**config.mk**
```make
export PLATFORM = sky130hd
export DESIGN_NAME = shift_unit_flat
export DESIGN_NICKNAME = d
export VERILOG_FILES = /design/src/rtl/shift_unit_if.sv /design/src/rtl/shift_unit.sv /design/src/flat_wrapper.sv
export SDC_FILE = /design/constraint.sdc
export NUM_CORES = 1
export LEC_CHECK = 0
export BUFFER_PORTS_ARGS = -buffer_cell sky130_fd_sc_hd__buf_4
export CORE_ASPECT_RATIO = 1.1
export CORE_UTILIZATION = 37
export DETAILED_ROUTE_END_ITERATION = 8
export GPL_TIMING_DRIVEN = 0
export PLACE_DENSITY = 0.69
export SLEW_MARGIN = 20
export SYNTH_ARGS = -nofsm -noshare
export SYNTH_HDL_FRONTEND = slang
export SYNTH_SLANG_ARGS = --single-unit
```
**constraint.sdc**
```tcl
create_clock -name clk -period 1.86 [get_ports clk]
set_input_delay 0.093 -clock clk [delete_from_list [all_inputs] [get_ports clk]]
set_output_delay 0.093 -clock clk [all_outputs]
set_load 0.02 [all_outputs]
```
**src/rtl/shift_unit_if.sv**
```systemverilog
// Operand load, shift command and status signals between the datapath controller and shift_unit.
interface shift_unit_if #(
  parameter int unsigned DATA_WIDTH  = 8,
  parameter int unsigned IN_WIDTH    = 4,
  parameter int unsigned SHAMT_WIDTH = 3
);
  logic                   load;
  logic [IN_WIDTH-1:0]    load_data;
  logic                   start;
  logic [2:0]             mode;
  logic [SHAMT_WIDTH-1:0] shamt;
  logic [DATA_WIDTH-1:0]  out;
  logic                   carry;
  logic                   zero;
  logic                   busy;
  logic                   done;

  modport master (
    output load, load_data, start, mode, shamt,
    input  out, carry, zero, busy, done
  );

  modport slave (
    input  load, load_data, start, mode, shamt,
    output out, carry, zero, busy, done
  );
endinterface

```
**src/rtl/shift_unit.sv**
```systemverilog
// Multi-cycle 1-bit-per-cycle shifter: load operand, then LSL/LSR/ASR/ROL/ROR by shamt with carry, zero and busy/done status.
module shift_unit #(
  parameter int unsigned DATA_WIDTH  = 8,
  parameter int unsigned IN_WIDTH    = 4,
  parameter int unsigned SHAMT_WIDTH = 3
) (
  input logic          clk,
  input logic          reset,
  shift_unit_if.slave  bus
);

  typedef enum logic [1:0] {
    IDLE,
    SHIFT,
    DONE
  } state_t;

  typedef enum logic [2:0] {
    MODE_NOP = 3'b000,
    MODE_LSL = 3'b001,
    MODE_LSR = 3'b010,
    MODE_ASR = 3'b011,
    MODE_ROL = 3'b100,
    MODE_ROR = 3'b101
  } mode_t;

  state_t                 state;
  mode_t                  mode_q;
  logic [SHAMT_WIDTH-1:0] count;
  logic [DATA_WIDTH-1:0]  sh;
  logic                   carry_q;
  logic                   busy_q;
  logic                   done_q;

  logic [DATA_WIDTH-1:0]  sh_next;
  logic                   carry_next;
  logic                   start_nop;

  // Encodings 000, 110 and 111 all behave as a no-op shift.
  always_comb begin
    start_nop = (bus.mode == 3'b000) || (bus.mode == 3'b110) || (bus.mode == 3'b111);
  end

  always_comb begin
    sh_next    = sh;
    carry_next = carry_q;
    case (mode_q)
      MODE_LSL: begin
        sh_next    = {sh[DATA_WIDTH-2:0], 1'b0};
        carry_next = sh[DATA_WIDTH-1];
      end
      MODE_LSR: begin
        sh_next    = {1'b0, sh[DATA_WIDTH-1:1]};
        carry_next = sh[0];
      end
      MODE_ASR: begin
        sh_next    = {sh[DATA_WIDTH-1], sh[DATA_WIDTH-1:1]};
        carry_next = sh[0];
      end
      MODE_ROL: begin
        sh_next    = {sh[DATA_WIDTH-2:0], sh[DATA_WIDTH-1]};
        carry_next = sh[DATA_WIDTH-1];
      end
      MODE_ROR: begin
        sh_next    = {sh[0], sh[DATA_WIDTH-1:1]};
        carry_next = sh[0];
      end
      default: begin
        sh_next    = sh;
        carry_next = carry_q;
      end
    endcase
  end

  always_ff @(posedge clk) begin
    if (reset) begin
      state   <= IDLE;
      mode_q  <= MODE_NOP;
      count   <= '0;
      sh      <= '0;
      carry_q <= 1'b0;
      busy_q  <= 1'b0;
      done_q  <= 1'b0;
    end else begin
      case (state)
        IDLE: begin
          done_q <= 1'b0;
          if (bus.load) begin
            sh <= DATA_WIDTH'(bus.load_data);
          end else if (bus.start) begin
            mode_q <= mode_t'(bus.mode);
            busy_q <= 1'b1;
            if (bus.shamt == '0 || start_nop) begin
              state  <= DONE;
              done_q <= 1'b1;
            end else begin
              state <= SHIFT;
              count <= bus.shamt;
            end
          end
        end
        SHIFT: begin
          sh      <= sh_next;
          carry_q <= carry_next;
          count   <= count - 1'b1;
          // busy/done are registered, so they are set alongside the state move.
          if (count == SHAMT_WIDTH'(1)) begin
            state  <= DONE;
            done_q <= 1'b1;
          end
        end
        DONE: begin
          state  <= IDLE;
          busy_q <= 1'b0;
          done_q <= 1'b0;
        end
        default: begin
          state  <= IDLE;
          busy_q <= 1'b0;
          done_q <= 1'b0;
        end
      endcase
    end
  end

  assign bus.out   = sh;
  assign bus.carry = carry_q;
  assign bus.zero  = (sh == '0);
  assign bus.busy  = busy_q;
  assign bus.done  = done_q;

endmodule

```
**src/flat_wrapper.sv**
```systemverilog
// flat-port wrapper written by rule: the top's interface ports become plain ports
module shift_unit_flat 
#(
  parameter int unsigned DATA_WIDTH  = 8,
  parameter int unsigned IN_WIDTH    = 4,
  parameter int unsigned SHAMT_WIDTH = 3
)
  (clk, reset, bus_load, bus_load_data, bus_start, bus_mode, bus_shamt, bus_out, bus_carry, bus_zero, bus_busy, bus_done);
  shift_unit_if #(.DATA_WIDTH(DATA_WIDTH), .IN_WIDTH(IN_WIDTH), .SHAMT_WIDTH(SHAMT_WIDTH)) bus_i ();
  input logic clk;
  input logic reset;
  input wire logic [$bits(bus_i.load)-1:0] bus_load;
  input wire logic [$bits(bus_i.load_data)-1:0] bus_load_data;
  input wire logic [$bits(bus_i.start)-1:0] bus_start;
  input wire logic [$bits(bus_i.mode)-1:0] bus_mode;
  input wire logic [$bits(bus_i.shamt)-1:0] bus_shamt;
  output wire logic [$bits(bus_i.out)-1:0] bus_out;
  output wire logic [$bits(bus_i.carry)-1:0] bus_carry;
  output wire logic [$bits(bus_i.zero)-1:0] bus_zero;
  output wire logic [$bits(bus_i.busy)-1:0] bus_busy;
  output wire logic [$bits(bus_i.done)-1:0] bus_done;
  assign bus_i.load = bus_load;
  assign bus_i.load_data = bus_load_data;
  assign bus_i.start = bus_start;
  assign bus_i.mode = bus_mode;
  assign bus_i.shamt = bus_shamt;
  assign bus_out = bus_i.out;
  assign bus_carry = bus_i.carry;
  assign bus_zero = bus_i.zero;
  assign bus_busy = bus_i.busy;
  assign bus_done = bus_i.done;
  shift_unit #(.DATA_WIDTH(DATA_WIDTH), .IN_WIDTH(IN_WIDTH), .SHAMT_WIDTH(SHAMT_WIDTH)) u_core (.clk(clk), .reset(reset), .bus(bus_i));
endmodule
```
Word-level counts from Yosys, hierarchy flattened
Cells that the tools add are included.
{"block": "classes", "muxes": 21, "bitwise": 2, "eq_ne": 17, "add_sub_neg": 1, "reduce_logical": 18}
{"operator": "8-bit case mux with 5 select lines", "n": 1}
{"operator": "8-bit case mux with 2 select lines", "n": 1}
{"operator": "3-bit == test (second input constant)", "n": 4}
{"operator": "3-bit AND reduction", "n": 4}
{"operator": "2-bit inequality test (second input constant)", "n": 5}
{"operator": "3-bit 2-to-1 mux", "n": 3}
{"operator": "8-bit zero test", "n": 1}
{"operator": "2-bit 2-to-1 mux", "n": 4}
{"operator": "8-bit 2-to-1 mux", "n": 1}
{"operator": "4-bit AND reduction", "n": 2}
{"operator": "3-bit by 1-bit == test with 1-bit output (second input constant)", "n": 2}
{"operator": "3-bit by 2-bit == test with 1-bit output (second input constant)", "n": 2}
{"operator": "3-bit zero test", "n": 2}
{"operator": "1-bit 2-to-1 mux", "n": 6}
{"operator": "6-bit by 1-bit inequality test with 1-bit output (second input constant)", "n": 1}
{"operator": "1-bit case mux with 2 select lines", "n": 3}
{"operator": "3-bit case mux with 2 select lines", "n": 1}
{"operator": "5-bit by 1-bit inequality test with 1-bit output (second input constant)", "n": 1}
{"operator": "2-bit case mux with 2 select lines", "n": 1}
{"operator": "2-bit nonzero test", "n": 2}
{"operator": "1-bit logical OR", "n": 3}
{"operator": "3-bit OR reduction", "n": 1}
{"operator": "3-bit by 1-bit subtractor with 3-bit output (second input constant)", "n": 1}
{"operator": "2-bit by 1-bit == test with 1-bit output (second input constant)", "n": 1}
{"operator": "5 further kinds", "n": 6}
{"block": "word_totals", "register_bits": 19, "output_inout_bits": 12}

Logic depth before layout (Yosys ltp)
{"block": "logic_depth", "word_depth": 8, "ltp_mapped": 6, "ltp_nobuf": 5}

Worst setup path after synthesis
OpenSTA, ideal clock, no wires.
{"block": "synth_path", "path_kind": "reg-to-reg", "startpoint": "reg u_core.state[1]", "endpoint": "reg u_core.count[0]", "synth_period_minus_slack_ps": 1425, "required_time_ps": 1729, "setup_slack_ps": 435, "n_path_buf": 0, "setup_time_ps": 131, "arrival_time_ps": 1294, "path_stages_with_launch": 5, "path_cell_list": "dfxtp_1 or3b_4 a211o_1 o31ai_1 a211oi_1"}
{"block": "synth_via", "elab_chain_cells": 3}
{"item": "start, declared", "line_no": "shift_unit.sv:27", "source": "state_t state;"}
{"item": "start signal, assigned", "line_no": "shift_unit.sv:77", "source": "state <= IDLE;"}
{"item": "start signal, assigned", "line_no": "shift_unit.sv:94", "source": "state <= DONE;"}
{"item": "start signal, assigned", "line_no": "shift_unit.sv:97", "source": "state <= SHIFT;"}
{"item": "2-bit zero test / 2-bit by 1-bit == test with 1-bit output (equally long branches)", "line_no": "shift_unit.sv:85", "source": "case (state)"}
{"item": "2-bit inequality test (no source line) / 2-bit nonzero test (equally long branches)"}
{"item": "4-bit AND reduction (no source line)"}
{"item": "end signal, assigned", "line_no": "shift_unit.sv:98", "source": "count <= bus.shamt;"}
{"item": "end signal, assigned", "line_no": "shift_unit.sv:105", "source": "count <= count - 1'b1;"}
{"item": "end, declared", "line_no": "shift_unit.sv:29", "source": "logic [SHAMT_WIDTH-1:0] count;"}
Parallel ways exist; a longest one is shown, timed or not.
A chain may end at the register's enable or synchronous reset.

Worst setup path in the final report
{"block": "layout_path", "startpoint": "reg u_core.sh[0] (netlist: u_core.bus.out[0])", "endpoint": "out bus_zero"}
{"block": "layout_via", "elab_chain_cells": 1}
{"item": "start, declared", "line_no": "shift_unit.sv:30", "source": "logic [DATA_WIDTH-1:0] sh;"}
{"item": "start signal, assigned", "line_no": "shift_unit.sv:89", "source": "sh <= DATA_WIDTH'(bus.load_data);"}
{"item": "start signal, assigned", "line_no": "shift_unit.sv:103", "source": "sh <= sh_next;"}
{"item": "8-bit zero test", "line_no": "shift_unit.sv:128", "source": "assign bus.zero = (sh == '0);"}
{"item": "end, declared", "line_no": "flat_wrapper.sv:19", "source": "output wire logic [$bits(bus_i.zero)-1:0] bus_zero;"}
No other way between the ends.

==> summary.txt <==
Run status
  – Result of the run: finished clean

Layout
  – Combined area of the multi-input logic cells: 713 um2
  – Layout cells sized above 1: 32.5%
  – Storage element area: 380 um2
  – Final core area utilization: 47.3%
  – Final instance area: 1460 um2
  – Inserted Diodes: 0
  – Count of nets after finishing: 183
  – Growth of design area from synthesis to finish: 21.5%
  – Total of fill cells in the finished design: 316

Setup path
  – Setup slack, reg-to-reg: 0.31 ns
  – Crit Reg-Reg Endpoint: u_core.bus.out[1]
  – Crit. End Element: primary output
  – Setup crit end: bus_zero
  – Critical path origin: u_core.bus.out[0]
  – Arrival time worst endpoint: 1.46 ns
  – Crit path max fanout: 7
  – Setup CP Type: reg -> out
  – Worst Reg2Reg Path Length in Cells: 6
  – Crit start category: flip-flop
  – Reg2reg start: u_core.mode_q[1]
  – Critical path required time: 1.77 ns

Logic synthesis
  – Post-Syn Instances: 137
  – Number of flops mapped to enable cells by yosys: 0
  – Sequential-to-total area share from yosys stat: 31.8%
  – Cell taking the most area after synthesis: sky130_fd_sc_hd__dfxtp_1
  – Post-synthesis instance area: 1200 um2
  – Share of flip-flops with an asynchronous set or reset after synthesis: 0%
  – Net count after synthesis: 153
  – Fraction of post-synthesis cell area in the top cell type by area: 31.8%
  – Synthesis warning total: 0
  – Avg Synthesized Cell Area: 8.74 um2
  – Unique cell type count in the Yosys netlist: 46
  – Most frequent cells after synthesis: sky130_fd_sc_hd__dfxtp_1 (19), sky130_fd_sc_hd__a21oi_1 (12), sky130_fd_sc_hd__nor2_1 (12)
  – Most used flip-flop cell after synthesis: sky130_fd_sc_hd__dfxtp_1
  – Most frequent cell after synthesis: sky130_fd_sc_hd__dfxtp_1
  – #FFs+latches synth: 19
  – Main area contributors after synthesis: sky130_fd_sc_hd__dfxtp_1 (32%), sky130_fd_sc_hd__a21oi_1 (5.0%), sky130_fd_sc_hd__a221oi_2 (5.0%), sky130_fd_sc_hd__o21ai_0 (4.2%), sky130_fd_sc_hd__nor2_1 (3.8%)

Timing
  – Achievable frequency: 642 MHz
  – Final critical-path setup slack: 0.303 ns
  – RSZ-0062 raised after global routing: false
  – Fin crit period: 1.56 ns
  – Max-Slew Margin vs Limit: 64.5%
  – Clock skew after layout: 0.00159 ns
  – Setup TNS: 0 ns
  – Final Hold Fails: 0
  – Final setup fails: 0
  – Final period util: 83.7%
  – Least-Margin Pin Slew: 0.533 ns
  – Slew Viols, Final: 0

Clock network
  – Clock Sinks: 19
  – Post-CTS Hold Fix Bufs: 0
  – Number of setup buffers added after CTS: 0
  – Longest Clk Path Bufs: 2
  – Insertion delay to the later sink of the worst-skew pair: 0.30 ns
  – Number of buffers added by the clock tree synthesis step: 3
  – Buffer type at the clock tree root: sky130_fd_sc_hd__clkbuf_4
  – CTS tree: done
  – Clock slew at reported path FFs: 0.12 ns
  – Deepest level of the CTS H-tree: 1
  – Resized Gates After CTS: 0

Die
  – Die height: 61.7 um
  – Total die area: 3470 um2
  – Initial core utilization: 38.9%
  – Floorplan core area: 3070 um2
  – Count of pins on the block boundary: 26
  – Number of rows in the core area: 21
  – Die Width: 56.2 um

Hold path
  – Worst min path class: in -> reg

Drt
  – Remaining routing DRC violations: 0
  – Detail Route Antenna Nets: 0
  – Initial drt markers: 19
  – Total number of vias: 1090
  – Post-Route WL: 2.66 mm
  – Post-detailed-route wirelength per cell: 13.3 um
  – Initial DRT Pass Iterations: 4
  – Via density per instance: 5.45

Global routing
  – Global-route wire length before repair: 4.24 mm
  – Number of global-route vias before repair: 1026
  – Global routing usage summed across all routing layers: 15.9%
  – Maximum number of pins on one net before global-route repair: 12
  – Number of antenna violations at the first check in global routing: 0
  – Total overflow reported by the global router: 0

Pwr
  – Final Total Pwr: 0.927 mW
  – Power density normalized to cell area: 637 nW/um2
  – Static power due to leakage: 0.558 nW
  – Peak supply drop: 0.415 mV

Place
  – Post-place instance area: 1430 um2
  – Count of buffers inserted at the top-level ports: 25
  – Final Wtd Congestion: 0.784
  – Setup slack after placement: 0.329 ns
  – Half-perimeter wire length after placement: 2.07 mm

Run
  – Max-capacitance violation count: 0
==> cell families (layout without fill, tap and decap cells) <==
logic type	count (synthesis)	in the layout	synth area share [%]
compound gates	47	47	30.2
simple gates	46	46	23.1
flops	19	19	31.8
buf+inv	18	47	8.67
mux	3	3	2.72
fa+ha+maj	2	2	2.09
xor+xnor	2	2	1.46
==> cell type report <==
type                            count  area share [%]
Tap cell                           34            2.92
Sequential cell                    19            26.1
Buffer                              8            4.56
Timing Repair Buffer               25            12.9
Inverter                           10            2.58
Multi-Input combinational cell    100            49.0
Clock buffer                        3            1.55
Clock inverter                      1           0.344
==> layer usage <==
| metal | up-vias | share of wire (%) | GRT usage [%] |
|---|---|---|---|
| met5 | - | 0 | 0 |
| met4 | 0 | 1.6 | 7.67 |
| met3 | 5 | 4.0 | 2.94 |
| met2 | 23 | 50 | 29.1 |
| met1 | 508 | 44 | 18.2 |
| li1 | 554 | - | - |
==> critical path, stage by stage, from the launching register on <==
cell and delay, ns:
sky130_fd_sc_hd__dfxtp_1 0.40, sky130_fd_sc_hd__or4_1 0.51, sky130_fd_sc_hd__nor2_1 0.11, sky130_fd_sc_hd__buf_4 0.14
==> cell usage in the layout, fill, tap and decap left out, types with 2 or more instances in the layout <==
| cell | Yosys | layout |
|---|---|---|
| sky130_fd_sc_hd__or4_1 | 2 | 2 |
| sky130_fd_sc_hd__nand2_1 | 8 | 8 |
| sky130_fd_sc_hd__nor2_1 | 12 | 12 |
| sky130_fd_sc_hd__nand3_1 | 4 | 4 |
| sky130_fd_sc_hd__o21ai_0 | 10 | 10 |
| sky130_fd_sc_hd__a21oi_1 | 12 | 12 |
| sky130_fd_sc_hd__buf_4 | 2 | 27 |
| sky130_fd_sc_hd__buf_6 | 3 | 3 |
| sky130_fd_sc_hd__a31oi_1 | 3 | 3 |
| sky130_fd_sc_hd__nand2b_1 | 2 | 2 |
| sky130_fd_sc_hd__a211o_1 | 2 | 2 |
| sky130_fd_sc_hd__mux2_2 | 2 | 2 |
| sky130_fd_sc_hd__o21ai_1 | 2 | 2 |
| sky130_fd_sc_hd__xnor2_1 | 2 | 2 |
| sky130_fd_sc_hd__dfxtp_1 | 19 | 19 |
| sky130_fd_sc_hd__o41ai_1 | 4 | 4 |
| sky130_fd_sc_hd__nand3b_1 | 5 | 5 |
| sky130_fd_sc_hd__ha_1 | 2 | 2 |
| sky130_fd_sc_hd__clkbuf_4 | 0 | 3 |
| sky130_fd_sc_hd__inv_1 | 10 | 10 |
| sky130_fd_sc_hd__a221oi_2 | 4 | 4 |
| sky130_fd_sc_hd__a211oi_1 | 2 | 2 |
==> power breakdown <==
| group | internal (mW) | leakage [nW] | total (mW) | switching [mW] |
|---|---|---|---|---|
| combinational | 0.121 | 0.385 | 0.257 | 0.136 |
| clock | 0.0802 | 0.0177 | 0.218 | 0.138 |
| sequential | 0.430 | 0.155 | 0.452 | 0.0218 |
==> state kept, by name, summed over array words and instances, names as in the netlist <==
name,count
u_core.state,2
u_core.bus.busy,1
u_core.bus.out,8
u_core.count,3
u_core.bus.carry,1
u_core.mode_q,3
u_core.bus.done,1
==> how the worst min path moves through the flow <==
stage	endpoint	slack [ns]	cells past startpoint	start
floorplan	u_core.mode_q[0]	0.23	2	bus_mode[0]
global placement	u_core.mode_q[0]	0.37	3	bus_mode[0]
detailed placement	u_core.mode_q[0]	0.38	3	bus_mode[0]
CTS	u_core.mode_q[0]	0.05	3	bus_mode[0]
global route	u_core.mode_q[0]	0.06	3	bus_mode[0]
finish	u_core.mode_q[0]	0.05	3	bus_mode[0]
==> through the flow <==
step / hold WS (ns) / std cells
3_3_place_gp: 0.373 / 196
5_1_grt: 0.0620 / 200
6_report: 0.0492 / 200
4_1_cts: 0.0508 / 200
2_1_floorplan: 0.229 / 137
3_5_place_dp: 0.377 / 196
Power figures use the tool's default switching activity.
